[config.mk]
export PLATFORM = sky130hd
export DESIGN_NAME = led_pattern_gen
export DESIGN_NICKNAME = d
export VERILOG_FILES = /design/src/rtl/led_pattern_gen.sv
export SDC_FILE = /design/constraint.sdc
export NUM_CORES = 1
export LEC_CHECK = 0
export CORE_MARGIN = 5
export CORE_UTILIZATION = 45
export DETAILED_ROUTE_END_ITERATION = 8
export PLACE_DENSITY_LB_ADDON = 0.05
export SLEW_MARGIN = 20
export SYNTH_ARGS = -nofsm -noshare
export SYNTH_HDL_FRONTEND = slang
export SYNTH_SLANG_ARGS = --single-unit
[constraint.sdc]
create_clock -name clk -period 2.25 [get_ports clk]
set_input_delay 0.45 -clock clk [delete_from_list [all_inputs] [get_ports clk]]
set_output_delay 0.45 -clock clk [all_outputs]
set_load 0.02 [all_outputs]
[src/rtl/led_pattern_gen.sv]
// led_pattern_gen: stepped LED pattern generator (rotate left/right, bounce, blink) at four speeds.
// Ports: clk, rst_n (async active-low), en (run enable), mode[1:0], speed[1:0]
//        (step period = DIV >> speed), step_o (one-cycle pulse per pattern advance),
//        LED[N_LED-1:0] (registered, active low).
// Define LED_PWM_DIM_EN to add a 4-bit duty input that PWM-dims the lit LEDs.
module led_pattern_gen #(
    parameter int N_LED   = 8,
    parameter int CLK_HZ  = 12090000,
    parameter int STEP_HZ = 1
) (
    input  logic             clk,
    input  logic             rst_n,
    input  logic             en,
    input  logic [1:0]       mode,
    input  logic [1:0]       speed,
`ifdef LED_PWM_DIM_EN
    input  logic [3:0]       duty,
`endif
    output logic             step_o,
    output logic [N_LED-1:0] LED
);
    localparam int DIV = CLK_HZ / STEP_HZ;
    localparam int CW  = $clog2(DIV);

    typedef enum logic {LEFT, RIGHT} dir_t;

    dir_t             dir, dir_nxt;
    logic [CW-1:0]    div_cnt;
    logic [N_LED-1:0] pat, pat_nxt, lit;
    logic [1:0]       mode_q;
    logic [31:0]      limit;
    logic             restart, step;

    assign limit   = (DIV >> speed) - 1;
    assign restart = mode != mode_q;
    // >= rather than == so a shorter period chosen mid-count fires on the next cycle
    assign step    = en && !restart && (32'(div_cnt) >= limit);

    always_comb begin
        pat_nxt = pat;
        dir_nxt = dir;
        if (restart) begin
            pat_nxt = (mode == 2'd3) ? '1 : N_LED'(1);
            dir_nxt = LEFT;
        end else if (step) begin
            case (mode_q)
                2'd0: pat_nxt = {pat[N_LED-2:0], pat[N_LED-1]};
                2'd1: pat_nxt = {pat[0], pat[N_LED-1:1]};
                2'd2: begin
                    pat_nxt = (dir == LEFT) ? pat << 1 : pat >> 1;
                    // turn around on arrival so an end LED is held for one step only
                    if (dir == LEFT && pat_nxt[N_LED-1])
                        dir_nxt = RIGHT;
                    else if (dir == RIGHT && pat_nxt[0])
                        dir_nxt = LEFT;
                end
                default: pat_nxt = ~pat;
            endcase
        end
    end

`ifdef LED_PWM_DIM_EN
    logic [3:0] pwm_cnt;

    always_ff @(posedge clk or negedge rst_n) begin
        if (!rst_n)
            pwm_cnt <= '0;
        else
            pwm_cnt <= pwm_cnt + 4'd1;
    end

    assign lit = pat_nxt & {N_LED{pwm_cnt < duty}};
`else
    assign lit = pat_nxt;
`endif

    // LED is loaded from the next pattern so its change lands on the same edge as step_o
    always_ff @(posedge clk or negedge rst_n) begin
        if (!rst_n) begin
            div_cnt <= '0;
            pat     <= N_LED'(1);
            dir     <= LEFT;
            mode_q  <= '0;
            step_o  <= 1'b0;
            LED     <= '1;
        end else begin
            mode_q  <= mode;
            pat     <= pat_nxt;
            dir     <= dir_nxt;
            step_o  <= step;
            LED     <= en ? ~lit : '1;
            if (restart || step)
                div_cnt <= '0;
            else if (en)
                div_cnt <= div_cnt + CW'(1);
        end
    end
endmodule

=== Word level (Yosys, flattened, before mapping) ===
Index checks and enable logic that the tools add are counted.

* Add/subtract/negate cells: 2
* $lt $le $gt $ge: 1
* Eq/ne operators: 4
* Shift operators: 1
* Mux-type cells: 13
* Bitwise gates (word level): 3
* Reduce and logical (&&, ||, !) cells: 12

{| class="wikitable"
|+ Operators by type and width
! kind !! count
|-
| 2-to-1 mux 24 bit || 2
|-
| 2-to-1 mux 8 bit || 5
|-
| >= comparator 24 x 32 -> 1 bit || 1
|-
| >> shifter 24 x 2 -> 32 bit, first input constant || 1
|-
| subtractor 32 x 2 -> 32 bit, second input constant || 1
|-
| adder 24 x 1 -> 24 bit, second input constant || 1
|-
| one-hot mux 8 bit (3 select lines) || 1
|-
| inverter 8 bit || 2
|-
| nonzero test 2 bit || 3
|-
| 2-to-1 mux 1 bit || 5
|-
| equality test 2 bit, second input constant || 2
|-
| logical AND 1 bit || 4
|-
| AND reduction 3 bit || 1
|-
| nonzero test 3 bit || 1
|-
| equality test 2 x 1 -> 1 bit, second input constant || 1
|-
| zero test 2 bit || 1
|-
| != test 2 bit || 1
|-
| zero test 1 bit || 1
|-
| logical OR 1 bit || 1
|-
| inverter 1 bit || 1
|}

* Register bits: 44
* Input port bits: 7
* Output and inout port bits: 9

=== Longest topological paths before layout ===
Gate-level depths: netlist (run 1).

* Depth after elaboration: 8
* Depth in mapped cells: 13

=== Least setup slack after synthesis (run 1) ===
OpenSTA, ideal clock, no wires.

* Path kind: input to register
* Start point: in speed[0]
* End point: reg div_cnt[1]
* Arrival: 2.494 ns
* Data required time: 2.171 ns
* Slack: -0.323 ns
* Cell stages on the path: 13
* Cell sequence: inv_1 ha_1 inv_1 nand4_1 o21ai_0 ha_1 a21o_1 a21oi_1 o221ai_1 and2_1 clkbuf_1 or3_1 a21oi_1

* Longest elaborated chain between the ends: 6
* Elaborated cells between the ends (all ways): 7
* Those cells by class: add/sub: 1; order compare: 1; shift: 1; mux: 1; reduce/logical: 3

{| class="wikitable"
|+ Ends and longest elaborated chain
! element !! RTL line !! RTL
|-
| from (decl) || 15 || <nowiki>input logic [1:0] speed,</nowiki>
|-
| >> shifter 24 x 2 -> 32 bit (*) || 34 || <nowiki>assign limit = (DIV >> speed) - 1;</nowiki>
|-
| subtractor 32 x 2 -> 32 bit (*) || 34 ||
|-
| >= comparator 24 x 32 -> 1 bit (*) || 37 || <nowiki>assign step = en && !restart && (32'(div_cnt) >= limit);</nowiki>
|-
| logical AND 1 bit (*) || 37 ||
|-
| logical OR 1 bit (*) || 92 || <nowiki>if (restart || step)</nowiki>
|-
| 2-to-1 mux 24 bit / nonzero test 2 bit (equally long branches) || - ||
|-
| to (signal assigned) || 95 || <nowiki>div_cnt <= div_cnt + CW'(1);</nowiki>
|-
| to (decl) || 28 || <nowiki>logic [CW-1:0] div_cnt;</nowiki>
|}

Every way passes the cells marked *; elsewhere a longest branch is shown, timed or not.
A chain may end at the register's enable or synchronous reset.

=== Worst setup path in the final report (run 1) ===
* Start point: in speed[0]
* End point: reg pat[1]

* Longest elaborated chain between the ends: 6

{| class="wikitable"
|+ Ends and longest elaborated chain
! element !! RTL line !! RTL
|-
| >> shifter 24 x 2 -> 32 bit || 34 ||
|-
| subtractor 32 x 2 -> 32 bit || 34 ||
|-
| >= comparator 24 x 32 -> 1 bit || 37 ||
|-
| logical AND 1 bit || 37 ||
|-
| 2-to-1 mux 8 bit || 45 || <nowiki>end else if (step) begin</nowiki>
|-
| 2-to-1 mux 8 bit || 42 || <nowiki>if (restart) begin</nowiki>
|-
| net lit[1] || 29 || <nowiki>logic [N_LED-1:0] pat, pat_nxt, lit;</nowiki>
|-
| to (signal assigned) || 88 || <nowiki>pat <= pat_nxt;</nowiki>
|-
| to (decl) || 29 ||
|}

The timed path passes the listed nets, and every way through them passes these cells.

==> qor.csv, run 1 <==
stage,metric,value,unit
pwr,power,1.67,mW
global_route,grt_pass1_vias,2832,
pwr,internal-power,1.18,mW
finish,post-route-util,65.0,%
logic_synthesis,synth_cell_type_count,55,
drt,drt-initial-drc-count,75,
status,violations,setup timing,
floorplan,fp-row-count,30,
global_route,grt_max_degree,27,
clock_tree,cts_buffers,5,
global_route,grt_pass1_wl,14000,um
sta,rsz0062_at_grt,true,
logic_synthesis,netlist_area,0.00319,mm2
clock_tree,insertion_delay,0.30,ns
status,status,"complete, but fails checks",
logic_synthesis,synth_edf_count,0,
floorplan,fp.dieArea,0.00887,mm2
drt,drc_errors,0,
finish,antenna_cells,0,
logic_synthesis,yosys_warnings,0,
sta,relSlewSlack,62.9,%
logic_synthesis,synth_cells,342,
pwr,powerDensity,376,mW/mm2
floorplan,io_pins,16,
finish,area_growth,39.3,%
drt,final_antenna_net_count,0,
finish,fin_nets,444,
pwr,peakVddDrop,0.000227,V
job,drv_cap,0,
floorplan,dieWidth,94.2,um
placement,dp_slack,-1.09,ns
sta,final_max_slew_viol_count,0,
setup_path,worst-setup-path-type,primary input to register,
clock_tree,cts.sinks,44,
global_route,antenna_found_initial,0,
pwr,seqPwrFrac,50.8,%
sta,fmax,0.408,GHz
sta,finClkSkew,0.00928,ns
finish,fill_cells,578,
clock_tree,cts_tree,done,
logic_synthesis,yosysSeqAreaShare,34.9,%
setup_path,end_kind,register,
logic_synthesis,syn_nets,381,
clock_tree,h-tree-depth,2,
sta,tightest_slew,0.555,ns
drt,vias_per_cell,5.63,
drt,wl_per_cell,16.7,um
pwr,p_sw_share,29.5,%
drt,drt_pass1_iterations,5,
placement,gp_congestion,0.877,
clock_tree,cts.path.max_buffers,2,
drt,routed_wl,8360,um
setup_path,reg2reg_slack,0,ns
floorplan,fp.dieH,94.2,um
placement,port_buffers,15,
sta,worst_slack,-0.202,ns
logic_synthesis,async_flop_share,100,%
clock_tree,clk_pin_slew,0.08,ns
sta,period_needed,2.45,ns
finish,fin_area,0.00444,mm2
pwr,leakagePower,1.85,nW
setup_path,worstPathArrival,2.63,ns
setup_path,worstPathRequired,2.43,ns
sta,hold_viol,0,
clock_tree,cts_hold_buffers,0,
finish,drive_above_1_share,39.7,%
global_route,grt_overflow,0,
setup_path,cp_max_fo,6,
placement,postPlaceCellArea,0.00383,mm2
setup_path,cp-start-kind,primary input,
sta,finalSetupViolCount,42,
worst_hold_path,min_path_type,primary input to async pin,
pwr,p_sw,492,uW
sta,period_share,109,%
sta,holdWs,0.109,ns
floorplan,start_util,46.7,%
logic_synthesis,synth_seq_cells,44,
logic_synthesis,syn_area_per_cell,9.33,um2
placement,dp_hpwl,5950,um
pwr,pwr-share-comb,20.0,%
logic_synthesis,synth_ff_type,dfrtp_1,
floorplan,coreArea,0.00683,mm2
pwr,p_clk_share,29.3,%
clock_tree,cts_root_buf,clkbuf_8,
global_route,grt_use_total,20.4,%
drt,num_vias,2826,
==> layer usage <==
metal,vias up,GRT usage (%),share of wire (%)
met5,-,0,0
met4,0,6.74,1.5
met3,13,3.69,3.9
met2,48,31.9,47
met1,1382,28.2,47
li1,1383,-,-
==> cell type report <==
cell class / count / area [um2] / area share [%]
clock buffer: 7 / 76.3 / 1.72
clock inverter: 1 / 5.00 / 0.113
inverter: 16 / 70.1 / 1.58
multi-input combinational: 267 / 2400 / 54.0
sequential: 44 / 1110 / 25.0
tap: 96 / 120 / 2.70
timing repair buffer: 71 / 659 / 14.8
==> state kept, by name (all words and copies together) (netlist names) <==
| register | cells |
|---|---|
| mode_q | 2 |
| pat | 8 |
| dir | 1 |
| div_cnt | 24 |
| step_o | 1 |
| LED | 8 |
==> through the flow <==
stage,setup TNS [ns],instances
after floorplan,-7.11,342
after global placement,-38.39,480
after detailed placement,-40.99,480
after CTS,-6.69,497
after global routing,-10.88,502
final,-6.19,502
==> final timing paths <==
check | from | to | cells after the start
worst max register to register | div_cnt[15]$_DFFE_PN0P_ | pat[1]$_DFF_PN0_ | 9
min in group clk | pat[0]$_DFF_PN1_ | pat[0]$_DFF_PN1_ | 2
worst max-delay path | speed[0] | pat[1]$_DFF_PN0_ | 13
worst min-delay path | rst_n | div_cnt[22]$_DFFE_PN0P_ | 1
worst min register to register | pat[0]$_DFF_PN1_ | pat[0]$_DFF_PN1_ | 2
max in group asynchronous | rst_n | LED[0]$_DFF_PN1_ | 2
==> repair_timing <==
action / in CTS / in global routing
buffers inserted: 6 / 4
gates cloned: 3 / 1
pin swaps: 29 / 27
gates resized for setup: 63 / 33
endpoints found under the setup margin: 42 / 42
==> cells in the mapped netlist, types with 8 or more instances <==
master	count	area share, %
o21ai_0	15	2.4
xnor2_1	16	4.4
ha_1	32	13
nor3_1	33	5.2
dfrtp_1	35	27
nor2_1	10	1.2
dfstp_2	9	7.4
clkbuf_1	8	0.94
nand3_1	19	3.0
inv_1	16	1.9
nand2_1	31	3.6
a21oi_1	18	2.8
==> layout by cell type, fill, tap and decap left out, types with 10 or more instances in the layout <==
cell / instances
buf_4: 44
dfrtp_1: 35
nand2_1: 27
nor3_2: 25
ha_1: 25
nand3_1: 17
xnor2_1: 16
inv_1: 13
clkdlybuf4s50_1: 12
o21ai_0: 10
==> logic make-up after synthesis <==
| group | after synthesis | synth area share [%] |
|---|---|---|
| AND/OR/NAND/NOR | 129 | 21.8 |
| flip-flops | 44 | 34.9 |
| other | 2 | 0.235 |
| buffers and inverters | 33 | 4.75 |
| multiplexers | 7 | 2.20 |
| adder cells (fa/ha/maj) | 32 | 12.6 |
| XOR/XNOR | 23 | 6.55 |
| AO/OA/AOI/OAI | 72 | 17.1 |
==> worst max-delay path, cell delays in order <==
cell and delay (ns):
buf_8 0.08, clkinvlp_4 0.15, ha_4 0.21, buf_4 0.14
buf_6 0.12, ha_4 0.24, nand4_1 0.20, nor3_4 0.29
nand3_2 0.14, a21o_4 0.25, buf_8 0.15, a21oi_2 0.13
o31ai_1 0.09
==> power by group through the flow <==
stage          sequential, mW  clock [mW]  combinational [mW]
3_3_place_gp            0.861           0               0.289
4_1_cts                 0.847       0.505               0.316
3_5_place_dp            0.861           0               0.294
2_1_floorplan           0.864           0               0.157
5_1_grt                 0.852       0.550               0.364
6_report                0.847       0.489               0.333
Power figures use the tool's default switching activity.
==> run 2, diff against run 1 <==
--- a/config.mk
+++ b/config.mk
@@ -8,7 +8,6 @@
 export CORE_MARGIN = 5
 export CORE_UTILIZATION = 45
 export DETAILED_ROUTE_END_ITERATION = 8
-export PLACE_DENSITY_LB_ADDON = 0.05
 export SLEW_MARGIN = 20
 export SYNTH_ARGS = -nofsm -noshare
 export SYNTH_HDL_FRONTEND = slang
==> run 2 against run 1 <==
- the run still ends with setup timing left
- combinational power is 4% higher
- clock skew shrank 0.0067 ns
- core utilization is 0.97 points higher
- sequential power hardly changed
- first-iteration DRC count up 73%
- sequential share of layout area fell by 0.37 points
- critical path depth unchanged
==> qor.csv, run 2 (synthesis gave the netlist of run 1 again) <==
stage,metric,value,unit
placement,dp_hpwl,5800,um
setup_path,reg2reg_slack,0.03,ns
sta,tightest_slew,0.643,ns
finish,multi_input_area,0.00239,mm2
setup_path,cp_slowest_cell,o311a_1,
placement,postPlaceCellArea,0.00386,mm2
sta,period_share,108,%
sta,period_needed,2.44,ns
drt,routed_wl,8210,um
finish,fill_cells,554,
floorplan,fp-row-count,30,
job,drv_cap,0,
finish,final_common_cell,buf_4,
drt,vias_per_cell,5.56,
finish,drive_above_1_share,41.8,%
drt,drt-initial-drc-count,130,
finish,final_cell_mix,"55 x buf_4, 35 x dfrtp_1, 27 x nand2_1, 25 x nor3_2, 23 x ha_1",
drt,wl_per_cell,16.0,um
global_route,grt_overflow,0,
status,violations,setup timing,
drt,num_vias,2847,
setup_path,worst-setup-path-type,primary input to register,
pwr,peakVddDrop,0.000222,V
sta,hold_viol,0,
pwr,powerDensity,382,mW/mm2
finish,largest_reg_flops,24,
sta,fmax,0.410,GHz
setup_path,cp-start-kind,primary input,
drt,drc_errors,0,
floorplan,coreArea,0.00683,mm2
finish,fin_area,0.00451,mm2
finish,largestRegisters,"div_cnt: 24 flops, LED: 8 flops, pat: 8 flops",
global_route,grt_use_total,20.0,%
sta,finalSetupViolCount,41,
clock_tree,cts_buffers,5,
placement,gp_congestion,0.872,
sta,relSlewSlack,57.0,%
finish,post-route-util,66.0,%
clock_tree,clk_pin_slew,0.08,ns
finish,fin_nets,454,
clock_tree,insertion_delay,0.31,ns
pwr,leakagePower,1.91,nW
status,status,"complete, but fails checks",
setup_path,crit_chain,"buf_8, clkinvlp_4, ha_4, nor2_4, a31oi_1, ha_2, a21oi_2, o21ai_2, a221oi_4, buf_4, a21oi_4, or2_4, o311a_1",
global_route,grt_max_degree,20,
sta,worst_slack,-0.187,ns
global_route,antenna_found_initial,0,
clock_tree,cts.path.max_buffers,2,
drt,drt_pass1_iterations,4,
floorplan,fp.dieArea,0.00887,mm2
drt,final_antenna_net_count,0,
floorplan,dieWidth,94.2,um
global_route,grt_pass1_wl,14000,um
worst_hold_path,min_path_type,primary input to async pin,
finish,top_register,div_cnt,
sta,rsz0062_at_grt,true,
finish,antenna_cells,0,
floorplan,start_util,46.7,%
sta,finClkSkew,0.00258,ns
finish,area_growth,41.4,%
setup_path,worstPathRequired,2.49,ns
finish,regArea,0.00111,mm2
global_route,grt_pass1_vias,2937,
floorplan,fp.dieH,94.2,um
setup_path,worstPathArrival,2.68,ns
setup_path,cpPeakStageDelay,0.29,ns
clock_tree,cts_hold_buffers,0,
floorplan,io_pins,16,
setup_path,end_kind,register,
clock_tree,cts.sinks,44,
clock_tree,cts_root_buf,clkbuf_8,
sta,final_max_slew_viol_count,0,
setup_path,cp_max_fo,5,
placement,port_buffers,15,
clock_tree,h-tree-depth,2,
clock_tree,cts_tree,done,
==> run 2: cell count changes in the layout (fill, tap and decap cells not counted), sizes merged <==
cell | previous run | this run
clkinv | 1 | 2
clkbuf | 8 | 6
buf | 58 | 70
a21oi | 22 | 21
==> run 2: power breakdown <==
group	internal, mW	switching (mW)
Sequential	0.818	0.0293
Combinational	0.153	0.191
Clock	0.245	0.287
Total	1.22	0.507
==> run 2: critical path: cells and delay by family <==
kind | cells | cell delay [ns]
simple gates | 2 | 0.41
fa+ha+maj | 2 | 0.42
buf+inv | 3 | 0.40
compound gates | 6 | 0.99
==> run 2: path summary, 6_finish.rpt <==
| check | startpoint | to | depth (start not counted) |
|---|---|---|---|
| min in group clk | pat[0]$_DFF_PN1_ | pat[0]$_DFF_PN1_ | 2 |
| min | rst_n | div_cnt[21]$_DFFE_PN0P_ | 1 |
| min reg2reg | pat[0]$_DFF_PN1_ | pat[0]$_DFF_PN1_ | 2 |
| max in group asynchronous | rst_n | LED[0]$_DFF_PN1_ | 2 |
| max reg2reg | div_cnt[14]$_DFFE_PN0P_ | LED[7]$_DFF_PN1_ | 8 |
| max | speed[0] | LED[7]$_DFF_PN1_ | 13 |
==> run 2: through the flow <==
step / TNS [ns] / std cells / hold slack [ns] / setup slack, ns / total power [mW]
floorplan: -7.11 / 342 / 0.154 / -0.228 / 1.02
global placement: -39.20 / 486 / 0.388 / -1.04 / 1.15
detailed placement: -40.62 / 486 / 0.388 / -1.07 / 1.16
CTS: -4.91 / 505 / 0.0531 / -0.183 / 1.71
global route: -8.73 / 512 / 0.0722 / -0.274 / 1.82
finish: -4.24 / 512 / 0.0478 / -0.187 / 1.72
==> run 2: cell type report <==
cell class | count | area share (%)
tap | 96 | 2.66
clock inverter | 2 | 0.222
multi-input combinational | 266 | 53.1
sequential | 44 | 24.7
timing repair buffer | 82 | 16.0
inverter | 16 | 1.55
clock buffer | 6 | 1.83
==> run 2: metal layers <==
metal / track usage [%] / share of wire, % / vias to the layer above
met1: 27.1 / 46 / 1389
li1: - / - / 1398
met4: 6.02 / 1.1 / 0
met5: 0 / 0 / -
met2: 32.5 / 48 / 53
met3: 3.21 / 4.6 / 7
==> run 2: timing repair <==
| item | 4_1_cts | 5_1_grt |
|---|---|---|
| hold endpoints to repair | 0 | 0 |
| setup endpoints to repair | 42 | 42 |
| cloned | 2 | 0 |
| gates resized for setup | 61 | 31 |
| pin swaps | 26 | 23 |
| setup buffers | 9 | 7 |
==> run 3, diff against run 2 <==
--- a/config.mk
+++ b/config.mk
@@ -6,8 +6,10 @@
 export NUM_CORES = 1
 export LEC_CHECK = 0
 export CORE_MARGIN = 5
-export CORE_UTILIZATION = 45
+export CORE_UTILIZATION = 50
 export DETAILED_ROUTE_END_ITERATION = 8
+export PLACE_DENSITY = 0.71
+export REMOVE_ABC_BUFFERS = 1
 export SLEW_MARGIN = 20
 export SYNTH_ARGS = -nofsm -noshare
 export SYNTH_HDL_FRONTEND = slang
==> run 3 against run 2 <==
- the flow still finishes with violations (setup timing)
- count of clock-buffer cells in the layout fell by 1
- first-iteration DRC count rose by 62%
- largest cell class unchanged
- register-to-register slack got worse by 0.08 ns
==> qor.csv, run 3 (synthesis gave the netlist of run 1 again) <==
stage,metric,value,unit
setup_path,worst-setup-path-type,primary input to register,
drt,final_antenna_net_count,0,
finish,instances_no_fill,501,
drt,drc_errors,0,
sta,finClkSkew,0.0103,ns
sta,relSlewSlack,59.9,%
placement,gp_congestion,0.867,
setup_path,cp_slowest_cell,o311ai_4,
finish,drive_above_1_share,44.1,%
clock_tree,cts_buffers,5,
sta,hold_viol,0,
setup_path,cp_max_fo,21,
finish,regArea,0.00111,mm2
global_route,grt_pass1_vias,3220,
global_route,grt_overflow,0,
global_route,grt_use_total,22.6,%
global_route,grt_pass1_wl,15300,um
sta,worst_slack,-0.249,ns
finish,fill_cells,398,
sta,final_max_slew_viol_count,0,
finish,multi_input_area,0.00248,mm2
clock_tree,cts.path.max_buffers,2,
clock_tree,h-tree-depth,2,
setup_path,worstPathArrival,2.71,ns
finish,top_register,div_cnt,
status,violations,setup timing,
sta,holdWs,0.218,ns
floorplan,coreArea,0.00628,mm2
finish,fin_nets,462,
placement,port_buffers,15,
finish,area_growth,45.8,%
setup_path,end_kind,register,
clock_tree,cts_tree,done,
global_route,grt_max_degree,45,
placement,dp.cells,475,
setup_path,worstPathRequired,2.46,ns
placement,dp_hpwl,5700,um
finish,antenna_cells,0,
floorplan,fp.dieH,89.9,um
clock_tree,cts_hold_buffers,0,
sta,period_needed,2.50,ns
floorplan,fp.dieArea,0.00808,mm2
setup_path,r2r_cells,9,
finish,final_cell_mix,"65 x buf_4, 35 x dfrtp_1, 28 x nand2_1, 22 x nor3_2, 17 x ha_1",
drt,wl_per_cell,19.3,um
floorplan,io_pins,16,
finish,final_common_cell,buf_4,
drt,vias_per_cell,6.03,
floorplan,fp-row-count,29,
job,drv_cap,0,
pwr,leakagePower,1.94,nW
clock_tree,cts.sinks,44,
setup_path,crit_chain,"buf_4, buf_6, ha_4, ha_1, a21oi_2, o22ai_4, o311ai_4, buf_4, a21o_4, nand2_4, buf_12, nor3_2",
clock_tree,clk_pin_slew,0.09,ns
status,status,"complete, but fails checks",
floorplan,start_util,50.8,%
pwr,peakVddDrop,0.000279,V
drt,drt_pass1_iterations,4,
setup_path,cpPeakStageDelay,0.38,ns
drt,drt-initial-drc-count,211,
drt,num_vias,3023,
finish,largest_reg_flops,24,
pwr,powerDensity,395,mW/mm2
setup_path,cp-start-kind,primary input,
floorplan,dieWidth,89.9,um
finish,largestRegisters,"div_cnt: 24 flops, LED: 8 flops, pat: 8 flops",
sta,period_share,111,%
clock_tree,cts_root_buf,clkbuf_8,
setup_path,crit_path_frequent_cell,buf_4,
clock_tree,insertion_delay,0.30,ns
sta,fmax,0.400,GHz
finish,post-route-util,74.1,%
drt,routed_wl,9670,um
sta,finalSetupViolCount,42,
worst_hold_path,min_path_type,primary input to async pin,
global_route,antenna_found_initial,0,
sta,rsz0062_at_grt,true,
sta,tightest_slew,0.599,ns
run 3: cell count changes in the layout (fill, tap and decap cells not counted), moves of 3 or more:
cell,delta
a21oi_2,+3
nor3_2,-3
buf_4,+10
a21oi_1,-4
ha_4,+7
nor3_4,-3
nor3_1,+6
ha_1,-6
run 3: metrics by stage:
| step | power, mW | setup TNS (ns) | cell area (um2) | worst slack [ns] |
|---|---|---|---|---|
| floorplan | 0.991 | -19.05 | 3100 | -0.646 |
| global placement | 1.14 | -39.90 | 3790 | -1.09 |
| detailed placement | 1.15 | -42.93 | 3790 | -1.16 |
| CTS | 1.81 | -3.25 | 4370 | -0.129 |
| global route | 1.92 | -9.34 | 4650 | -0.292 |
| finish | 1.84 | -7.13 | 4650 | -0.249 |
run 3: area by class of cell:
cell class | instances | area share [%]
Multi-Input combinational cell | 265 | 53.3
Sequential cell | 44 | 23.9
Timing Repair Buffer | 91 | 16.8
Tap cell | 77 | 2.07
Inverter | 16 | 1.51
Clock buffer | 5 | 1.48
Clock inverter | 3 | 0.915
run 3: timing repair:
item	4_1_cts	5_1_grt
pin swaps	43	37
setup buffers	11	6
endpoints found under the setup margin	42	42
endpoints found under the hold margin	0	0
gates resized for setup	93	42
cloned	1	0
run 3: path summary, 6_finish.rpt:
path	slack [ns]	endpoint	startpoint
setup / recovery	-0.25	div_cnt[3]$_DFFE_PN0P_	speed[0]
hold / removal	0.22	div_cnt[6]$_DFFE_PN0P_	rst_n
setup reg to reg	-0.05	div_cnt[3]$_DFFE_PN0P_	div_cnt[1]$_DFFE_PN0P_
hold reg to reg	0.59	dir$_DFFE_PN0P_	dir$_DFFE_PN0P_
max in group asynchronous	1.61	div_cnt[21]$_DFFE_PN0P_	rst_n
min in group clk	0.59	dir$_DFFE_PN0P_	dir$_DFFE_PN0P_
run 3: critical path: cells and delay by family:
| family | cells | cell delay, ns |
|---|---|---|
| AOI/OAI and AO/OA | 4 | 0.84 |
| adders and majority gates | 2 | 0.49 |
| buffers and inverters | 4 | 0.62 |
| and+or+nand+nor | 2 | 0.30 |
run 3: where the power goes:
group          internal, mW  total, mW  switching, mW  leakage, nW
registers             0.819      0.846         0.0277        0.572
clock network         0.329      0.614          0.285       0.0541
logic                 0.163      0.377          0.214         1.31
total                  1.31       1.84          0.527         1.94
run 3: layer usage:
metal  part of all wire (%)  GRT usage [%]  vias up  routed length [um]
li1                       -              -     1403                   -
met1                     39           25.9     1497                3810
met2                     54           41.2       93                5200
met3                    3.4           3.42       30                 327
met4                    3.4           9.68        0                 327
met5                      0              0        -                   0
